<file path="src/rtl/ahb_pkg.sv">
// ahb_pkg: AHB-Lite transfer type, size and burst encodings shared by the master arbiter
package ahb_pkg;
  typedef enum logic [1:0] {IDLE = 2'd0, BUSY = 2'd1, NONSEQ = 2'd2, SEQ = 2'd3} HTRANS_e;
  typedef enum logic [3:0] {BITS8 = 4'd0, BITS16 = 4'd1, BITS32 = 4'd2} HSIZE_e;
  typedef enum logic [2:0] {
    SINGLE = 3'd0, INCR = 3'd1, WRAP4 = 3'd2, INCR4 = 3'd3,
    WRAP8 = 3'd4, INCR8 = 3'd5, WRAP16 = 3'd6, INCR16 = 3'd7
  } HBURST_e;
endpackage

</file>
<file path="src/rtl/ahb_rr_arbiter.sv">
// ahb_rr_arbiter: combinational round-robin pick of the first request at or after ptr
//   req   in  NREQ  request vector
//   ptr   in  PW    highest-priority index
//   grant out NREQ  one-hot winner (0 when no request)
//   idx   out PW    winner index
//   any   out 1     some request is present
module ahb_rr_arbiter #(
  parameter int NREQ = 4,
  parameter int PW = $clog2(NREQ)
) (
  input  logic [NREQ-1:0] req,
  input  logic [PW-1:0]   ptr,
  output logic [NREQ-1:0] grant,
  output logic [PW-1:0]   idx,
  output logic            any
);
  logic [PW:0]   sum;
  logic [PW-1:0] j;
  // Scan from the farthest offset down so the nearest valid request is written last and wins.
  always_comb begin
    grant = '0;
    idx = '0;
    any = 1'b0;
    sum = '0;
    j = '0;
    for (int i = NREQ - 1; i >= 0; i--) begin
      sum = {1'b0, ptr} + (PW+1)'(i);
      j = PW'(sum >= (PW+1)'(NREQ) ? sum - (PW+1)'(NREQ) : sum);
      if (req[j]) begin
        grant = '0;
        grant[j] = 1'b1;
        idx = j;
        any = 1'b1;
      end
    end
  end
endmodule

</file>
<file path="src/rtl/ahb_master_arbiter.sv">
// ahb_master_arbiter: round-robin sharing of one AHB-Lite master port among NREQ single-beat requesters
//   HCLK/HREASETn             clock, async active-low reset
//   req_valid/ready/write     per-requester command handshake (ready is one-hot)
//   req_size/addr/wdata       per-requester flattened command fields
//   rsp_valid/rsp_rdata       one-hot completion pulse and read data
//   HTRANS..HWDATA            AHB-Lite master outputs
//   HREADY/HRDATA             AHB-Lite slave response
import ahb_pkg::*;
module ahb_master_arbiter #(
  parameter int NREQ = 4,
  parameter int AW = 32,
  parameter int DW = 32
) (
  input  logic               HCLK,
  input  logic               HREASETn,
  input  logic [NREQ-1:0]    req_valid,
  output logic [NREQ-1:0]    req_ready,
  input  logic [NREQ-1:0]    req_write,
  input  logic [NREQ*4-1:0]  req_size,
  input  logic [NREQ*AW-1:0] req_addr,
  input  logic [NREQ*DW-1:0] req_wdata,
  output logic [NREQ-1:0]    rsp_valid,
  output logic [DW-1:0]      rsp_rdata,
  output logic [1:0]         HTRANS,
  output logic [2:0]         HBURST,
  output logic [3:0]         HSIZE,
  output logic               HWRITE,
  output logic [AW-1:0]      HADDR,
  output logic [DW-1:0]      HWDATA,
  input  logic               HREADY,
  input  logic [DW-1:0]      HRDATA
);
  localparam int PW = $clog2(NREQ);
  logic [PW-1:0]   ptr, g_idx, a_owner, d_owner;
  logic [NREQ-1:0] g_hot;
  logic            g_any, adv, d_active, d_write;
  logic [DW-1:0]   a_wdata;
  ahb_rr_arbiter #(.NREQ(NREQ)) u_arb (
    .req(req_valid), .ptr(ptr), .grant(g_hot), .idx(g_idx), .any(g_any)
  );
  assign adv = HTRANS == IDLE || HREADY;
  // Gated by reset so nothing is reported as accepted while the bus is held in reset.
  assign req_ready = adv && HREASETn ? g_hot : '0;
  assign HBURST = SINGLE;
  always_ff @(posedge HCLK or negedge HREASETn) begin
    if (!HREASETn) begin
      HTRANS <= IDLE;
      HSIZE <= BITS32;
      HWRITE <= 1'b0;
      HADDR <= '0;
      HWDATA <= '0;
      rsp_valid <= '0;
      rsp_rdata <= '0;
      ptr <= '0;
      a_owner <= '0;
      a_wdata <= '0;
      d_owner <= '0;
      d_write <= 1'b0;
      d_active <= 1'b0;
    end else begin
      if (adv) begin
        HTRANS <= g_any ? NONSEQ : IDLE;
        if (g_any) begin
          HADDR <= req_addr[g_idx*AW +: AW];
          HWRITE <= req_write[g_idx];
          HSIZE <= req_size[g_idx*4 +: 4];
          a_wdata <= req_wdata[g_idx*DW +: DW];
          a_owner <= g_idx;
          ptr <= g_idx == PW'(NREQ - 1) ? '0 : g_idx + PW'(1);
        end
      end
      // Write data is captured with the address so the requester may drop valid after acceptance.
      if (HREADY) begin
        d_active <= HTRANS == NONSEQ;
        if (HTRANS == NONSEQ) begin
          d_owner <= a_owner;
          d_write <= HWRITE;
          HWDATA <= a_wdata;
        end
      end
      rsp_valid <= HREADY && d_active ? NREQ'(1) << d_owner : '0;
      if (HREADY && d_active) rsp_rdata <= d_write ? '0 : HRDATA;
    end
  end
endmodule
</file>
<file path="config.mk">
export PLATFORM = sky130hd
export DESIGN_NAME = ahb_master_arbiter
export DESIGN_NICKNAME = d
export VERILOG_FILES = /design/src/rtl/ahb_pkg.sv /design/src/rtl/ahb_rr_arbiter.sv /design/src/rtl/ahb_master_arbiter.sv
export SDC_FILE = /design/constraint.sdc
export NUM_CORES = 1
export LEC_CHECK = 0
export CAP_MARGIN = 0
export CORE_AREA = 2 2 169 171
export DETAILED_ROUTE_END_ITERATION = 6
export DIE_AREA = 0 0 171 173
export GPL_TIMING_DRIVEN = 1
export HOLD_SLACK_MARGIN = 0.08
export PLACE_DENSITY = 0.75
export RECOVER_POWER = 100
export SLEW_MARGIN = 20
export SYNTH_ARGS = -nofsm -noshare
export SYNTH_HDL_FRONTEND = slang
export SYNTH_HIERARCHICAL = 1
export SYNTH_SLANG_ARGS = --single-unit
</file>
<file path="constraint.sdc">
create_clock -name HCLK -period 3 [get_ports HCLK]
set_clock_uncertainty 0.15 [all_clocks]
set_input_delay 0.45 -clock HCLK [delete_from_list [all_inputs] [get_ports HCLK]]
set_output_delay 0.45 -clock HCLK [all_outputs]
set_load 0.01 [all_outputs]
</file>
==> reports/qor.txt <==
====================================================================================
Type of the tightest min-delay check ..................................     in2async
Clock H-tree levels ...................................................            4
Port Buffer Count .....................................................          424
Global-route wire length before repair ................................     38900 um
Initial Util ..........................................................        28.2%
Endpoint kind of the worst setup timing path ..........................         flop
Synth Register Bits ...................................................          146
Sw power ..............................................................      4.12 mW
Post-route DRC ........................................................            0
Result of the run ..................................................... complete, but fails checks
Worst vdd ir ..........................................................       543 uV
Pin count of the biggest net entering global routing ..................          113
Violated checks ....................................................... capacitance limit, slew limit, setup timing
Number of buffers between clock root and the deepest sink .............            2
Yosys warnings ........................................................            6
Final Max Tran Viols ..................................................          113
Cells after Synth .....................................................          545
Power share of the combinational group ................................        56.0%
Fraction of final layout cells sized beyond drive strength 1 ..........        28.1%
Placement row count ...................................................           61
Clock share of power ..................................................        16.5%
IO Count ..............................................................          429
Worst-skew pair later-pin latency .....................................      0.41 ns
Sequential Power Share ................................................        27.5%
Switching power share of the total ....................................        33.6%
Remaining max-slew budget at the tightest pin .........................       -6.12%
Die boundary height ...................................................       173 um
Ratio of total power to cell area .....................................  914 mW/mm^2
Cell area after synthesis ............................................. 0.00778 mm^2
Die width .............................................................       171 um
Half-perimeter wire length of the detailed placement result ...........     20100 um
Minimum hold slack ....................................................     0.256 ns
Leakage power figure ..................................................      5.38 nW
Area added between synthesis and finish ...............................        72.8%
Average wire per cell in the routed design ............................      18.9 um
Count of clock tree sinks .............................................          146
DIE AREA ..............................................................  0.0296 mm^2
Total Neg Setup Slack .................................................   -0.0141 ns
Depth of the worst register-to-register path ..........................           11
Number of vias in the routed layout ...................................         6486
DRT antenna net count .................................................            0
Clock-pin transition on the worst setup and hold timing paths .........      0.06 ns
Maximum capacitance violations ........................................            1
Reg-to-reg setup timing slack .........................................      0.05 ns
Netlist cell types ....................................................           39
All-layer global routing usage ........................................        17.1%
Global placement routability congestion ...............................        0.839
Number of flops mapped to enable cells by yosys .......................            0
Internal power component ..............................................      8.16 mW
Average via count per standard cell ...................................         4.69
GRT Residual Overflow .................................................            0
Share of the yosys chip area belonging to registers ...................        47.0%
Unrepaired setup endpoints after global routing .......................         true
Reg-to-Reg End ........................................................     HSIZE[0]
Total setup violations reported at the end of the flow ................            3
DP Worst Slack ........................................................    -0.258 ns
Layout net count ......................................................         1316
Detailed Route Iter0 Violations .......................................          337
TritonCTS clock tree ..................................................         done
Startpoint class of the critical path .................................    input pin
Slew @ Worst Pin ......................................................      1.59 ns
Predominant post-synthesis flop cell .................................. sky130_fd_sc_hd__dfrtp_1
Area inside the core boundary .........................................  0.0276 mm^2
CTS buffer count ......................................................           17
Final hold viol count .................................................            0
Required time of the critical path ....................................      3.14 ns
Proportion of synthesized flip-flops having asynchronous set or reset .         100%
Average size of a mapped cell .........................................    14.3 um^2
Post-Place Cell Area ..................................................  0.0126 mm^2
Router iterations before antenna repair ...............................            4
Final worst path period need ..........................................      3.01 ns
Final setup slack of the worst path ...................................  -0.00730 ns
Antenna violations before repair ......................................            0
Cell at the root of the clock tree .................................... sky130_fd_sc_hd__clkbuf_16
Fin crit share ........................................................         100%
Via count of the first global-routing pass ............................         7046
Final wirelength ......................................................     26200 um
Final standard cell area without fillers ..............................  0.0134 mm^2
Launch instance of the worst register-to-register path ................       ptr[0]
Max Fanout on Critical Path ...........................................           13
Worst Path Arrival ....................................................      3.14 ns
Upper clock frequency limit ...........................................      333 MHz
Inserted Diodes .......................................................            0
Classification of the worst setup path ................................       in2reg
====================================================================================
## routing by layer
| layer | GRT usage, % | routed length, um |
|---|---|---|
| met4 | 5.01 | 465 |
| met1 | 20.3 | 10500 |
| met3 | 4.19 | 1600 |
| met2 | 30.4 | 13600 |
| met5 | 0 | 0 |
## worst max-delay path, cell delays in order
cell	delay, ns
sky130_fd_sc_hd__dlygate4sd3_1	0.65
sky130_fd_sc_hd__buf_4	0.20
sky130_fd_sc_hd__nand2_1	0.09
sky130_fd_sc_hd__a21oi_1	0.09
sky130_fd_sc_hd__o32ai_2	0.30
sky130_fd_sc_hd__o21a_4	0.22
sky130_fd_sc_hd__buf_8	0.16
sky130_fd_sc_hd__clkbuf_16	0.20
sky130_fd_sc_hd__mux4_2	0.50
sky130_fd_sc_hd__mux2_2	0.27
## how the worst max path moves through the flow
| stage | startpoint | to | depth (start not counted) |
|---|---|---|---|
| 5_1_grt | ptr[0] | req_ready[2] | 8 |
| 3_5_place_dp | req_valid[1] | a_wdata[20] | 9 |
| 6_report | req_valid[0] | HSIZE[0] | 10 |
| 4_1_cts | ptr[1] | req_ready[2] | 8 |
| 2_1_floorplan | ptr[0] | HADDR[0] | 11 |
| 3_3_place_gp | req_valid[1] | req_ready[2] | 8 |
## power by group through the flow
stage	clock, mW	sequential [mW]	combinational, mW
global route	2.19	3.50	7.37
floorplan	0	3.60	3.55
CTS	2.10	3.41	6.68
detailed placement	0	3.44	6.60
finish	2.03	3.38	6.88
global placement	0	3.41	6.48
## kinds of logic (layout without fill, tap and decap cells)
| family | count (synthesis) | in the layout | synth area share (%) |
|---|---|---|---|
| mux | 184 | 184 | 36.8 |
| other cells | 1 | 4 | 0.0482 |
| buf+inv | 48 | 505 | 3.60 |
| fa+ha+maj | 9 | 9 | 1.45 |
| simple gates | 97 | 97 | 6.59 |
| flops | 146 | 146 | 47.0 |
| compound gates | 60 | 60 | 4.54 |
## through the flow
| stage | utilization [%] | power, mW | cells |
|---|---|---|---|
| after floorplan | - | 7.15 | 548 |
| after global placement | 45.8 | 9.89 | 1341 |
| after detailed placement | 45.8 | 10.0 | 1341 |
| after CTS | 48.0 | 12.2 | 1374 |
| after global routing | 48.6 | 13.1 | 1383 |
| final | 48.6 | 12.3 | 1383 |
## registers in the layout, indices dropped and copies added (netlist names)
| register | flops |
|---|---|
| d_owner | 2 |
| HADDR | 32 |
| rsp_valid | 4 |
| a_wdata | 32 |
| d_write | 1 |
| HWRITE | 1 |
| d_active | 1 |
| a_owner | 2 |
| ptr | 2 |
| HWDATA | 32 |
| HTRANS | 1 |
| rsp_rdata | 32 |
| HSIZE | 4 |
## cells in the mapped netlist, types with 2 or more instances
library cell	number	share of area [%]
sky130_fd_sc_hd__nand2_1	35	1.7
sky130_fd_sc_hd__o211ai_1	6	0.58
sky130_fd_sc_hd__nor2_1	8	0.39
sky130_fd_sc_hd__buf_6	9	1.3
sky130_fd_sc_hd__buf_2	14	0.90
sky130_fd_sc_hd__nand2b_1	35	2.8
sky130_fd_sc_hd__and3_1	4	0.32
sky130_fd_sc_hd__dfrtp_1	145	47
sky130_fd_sc_hd__ha_1	9	1.4
sky130_fd_sc_hd__mux2i_1	2	0.26
sky130_fd_sc_hd__nand4_1	4	0.32
sky130_fd_sc_hd__inv_1	3	0.14
sky130_fd_sc_hd__a41oi_1	4	0.45
sky130_fd_sc_hd__o21ai_0	39	2.5
sky130_fd_sc_hd__and2_1	2	0.16
sky130_fd_sc_hd__mux2_2	111	16
sky130_fd_sc_hd__mux4_2	69	20
sky130_fd_sc_hd__nor3b_1	2	0.19
sky130_fd_sc_hd__a21oi_1	5	0.32
sky130_fd_sc_hd__clkbuf_1	17	0.82
sky130_fd_sc_hd__buf_4	4	0.39
## cell type report
cell class,count,area [um^2]
inverter,4,15.0
timing repair buffer,469,4760
tap,378,473
sequential,146,3660
fill,2491,14200
clock buffer,19,443
multi-input combinational,354,3980
clock inverter,13,114
## layout by cell type (no fill, tap or decap), types with 4 or more instances in the layout
cell,Yosys,final
sky130_fd_sc_hd__a21oi_1,5,4
sky130_fd_sc_hd__and3_1,4,4
sky130_fd_sc_hd__buf_12,0,5
sky130_fd_sc_hd__buf_2,14,4
sky130_fd_sc_hd__buf_4,4,17
sky130_fd_sc_hd__buf_6,9,10
sky130_fd_sc_hd__clkbuf_16,0,21
sky130_fd_sc_hd__clkdlybuf4s50_1,0,312
sky130_fd_sc_hd__clkinvlp_4,0,4
sky130_fd_sc_hd__conb_1,1,4
sky130_fd_sc_hd__dfrtp_1,145,143
sky130_fd_sc_hd__dlygate4sd3_1,0,108
sky130_fd_sc_hd__ha_1,9,8
sky130_fd_sc_hd__inv_6,0,5
sky130_fd_sc_hd__mux2_2,111,106
sky130_fd_sc_hd__mux2_4,1,6
sky130_fd_sc_hd__mux4_2,69,69
sky130_fd_sc_hd__nand2_1,35,34
sky130_fd_sc_hd__nand2b_1,35,35
sky130_fd_sc_hd__nand4_1,4,4
sky130_fd_sc_hd__nor2_1,8,8
sky130_fd_sc_hd__o211ai_1,6,6
sky130_fd_sc_hd__o21ai_0,39,36
## timing repair
item	4_1_cts	5_1_grt
gates resized for setup	23	26
setup buffers	0	4
gates cloned	0	5
pin swaps	11	10
endpoints found under the setup margin	67	27
hold buffers	1	0
endpoints found under the hold margin	40	0
(Power assumes the default switching activity.)
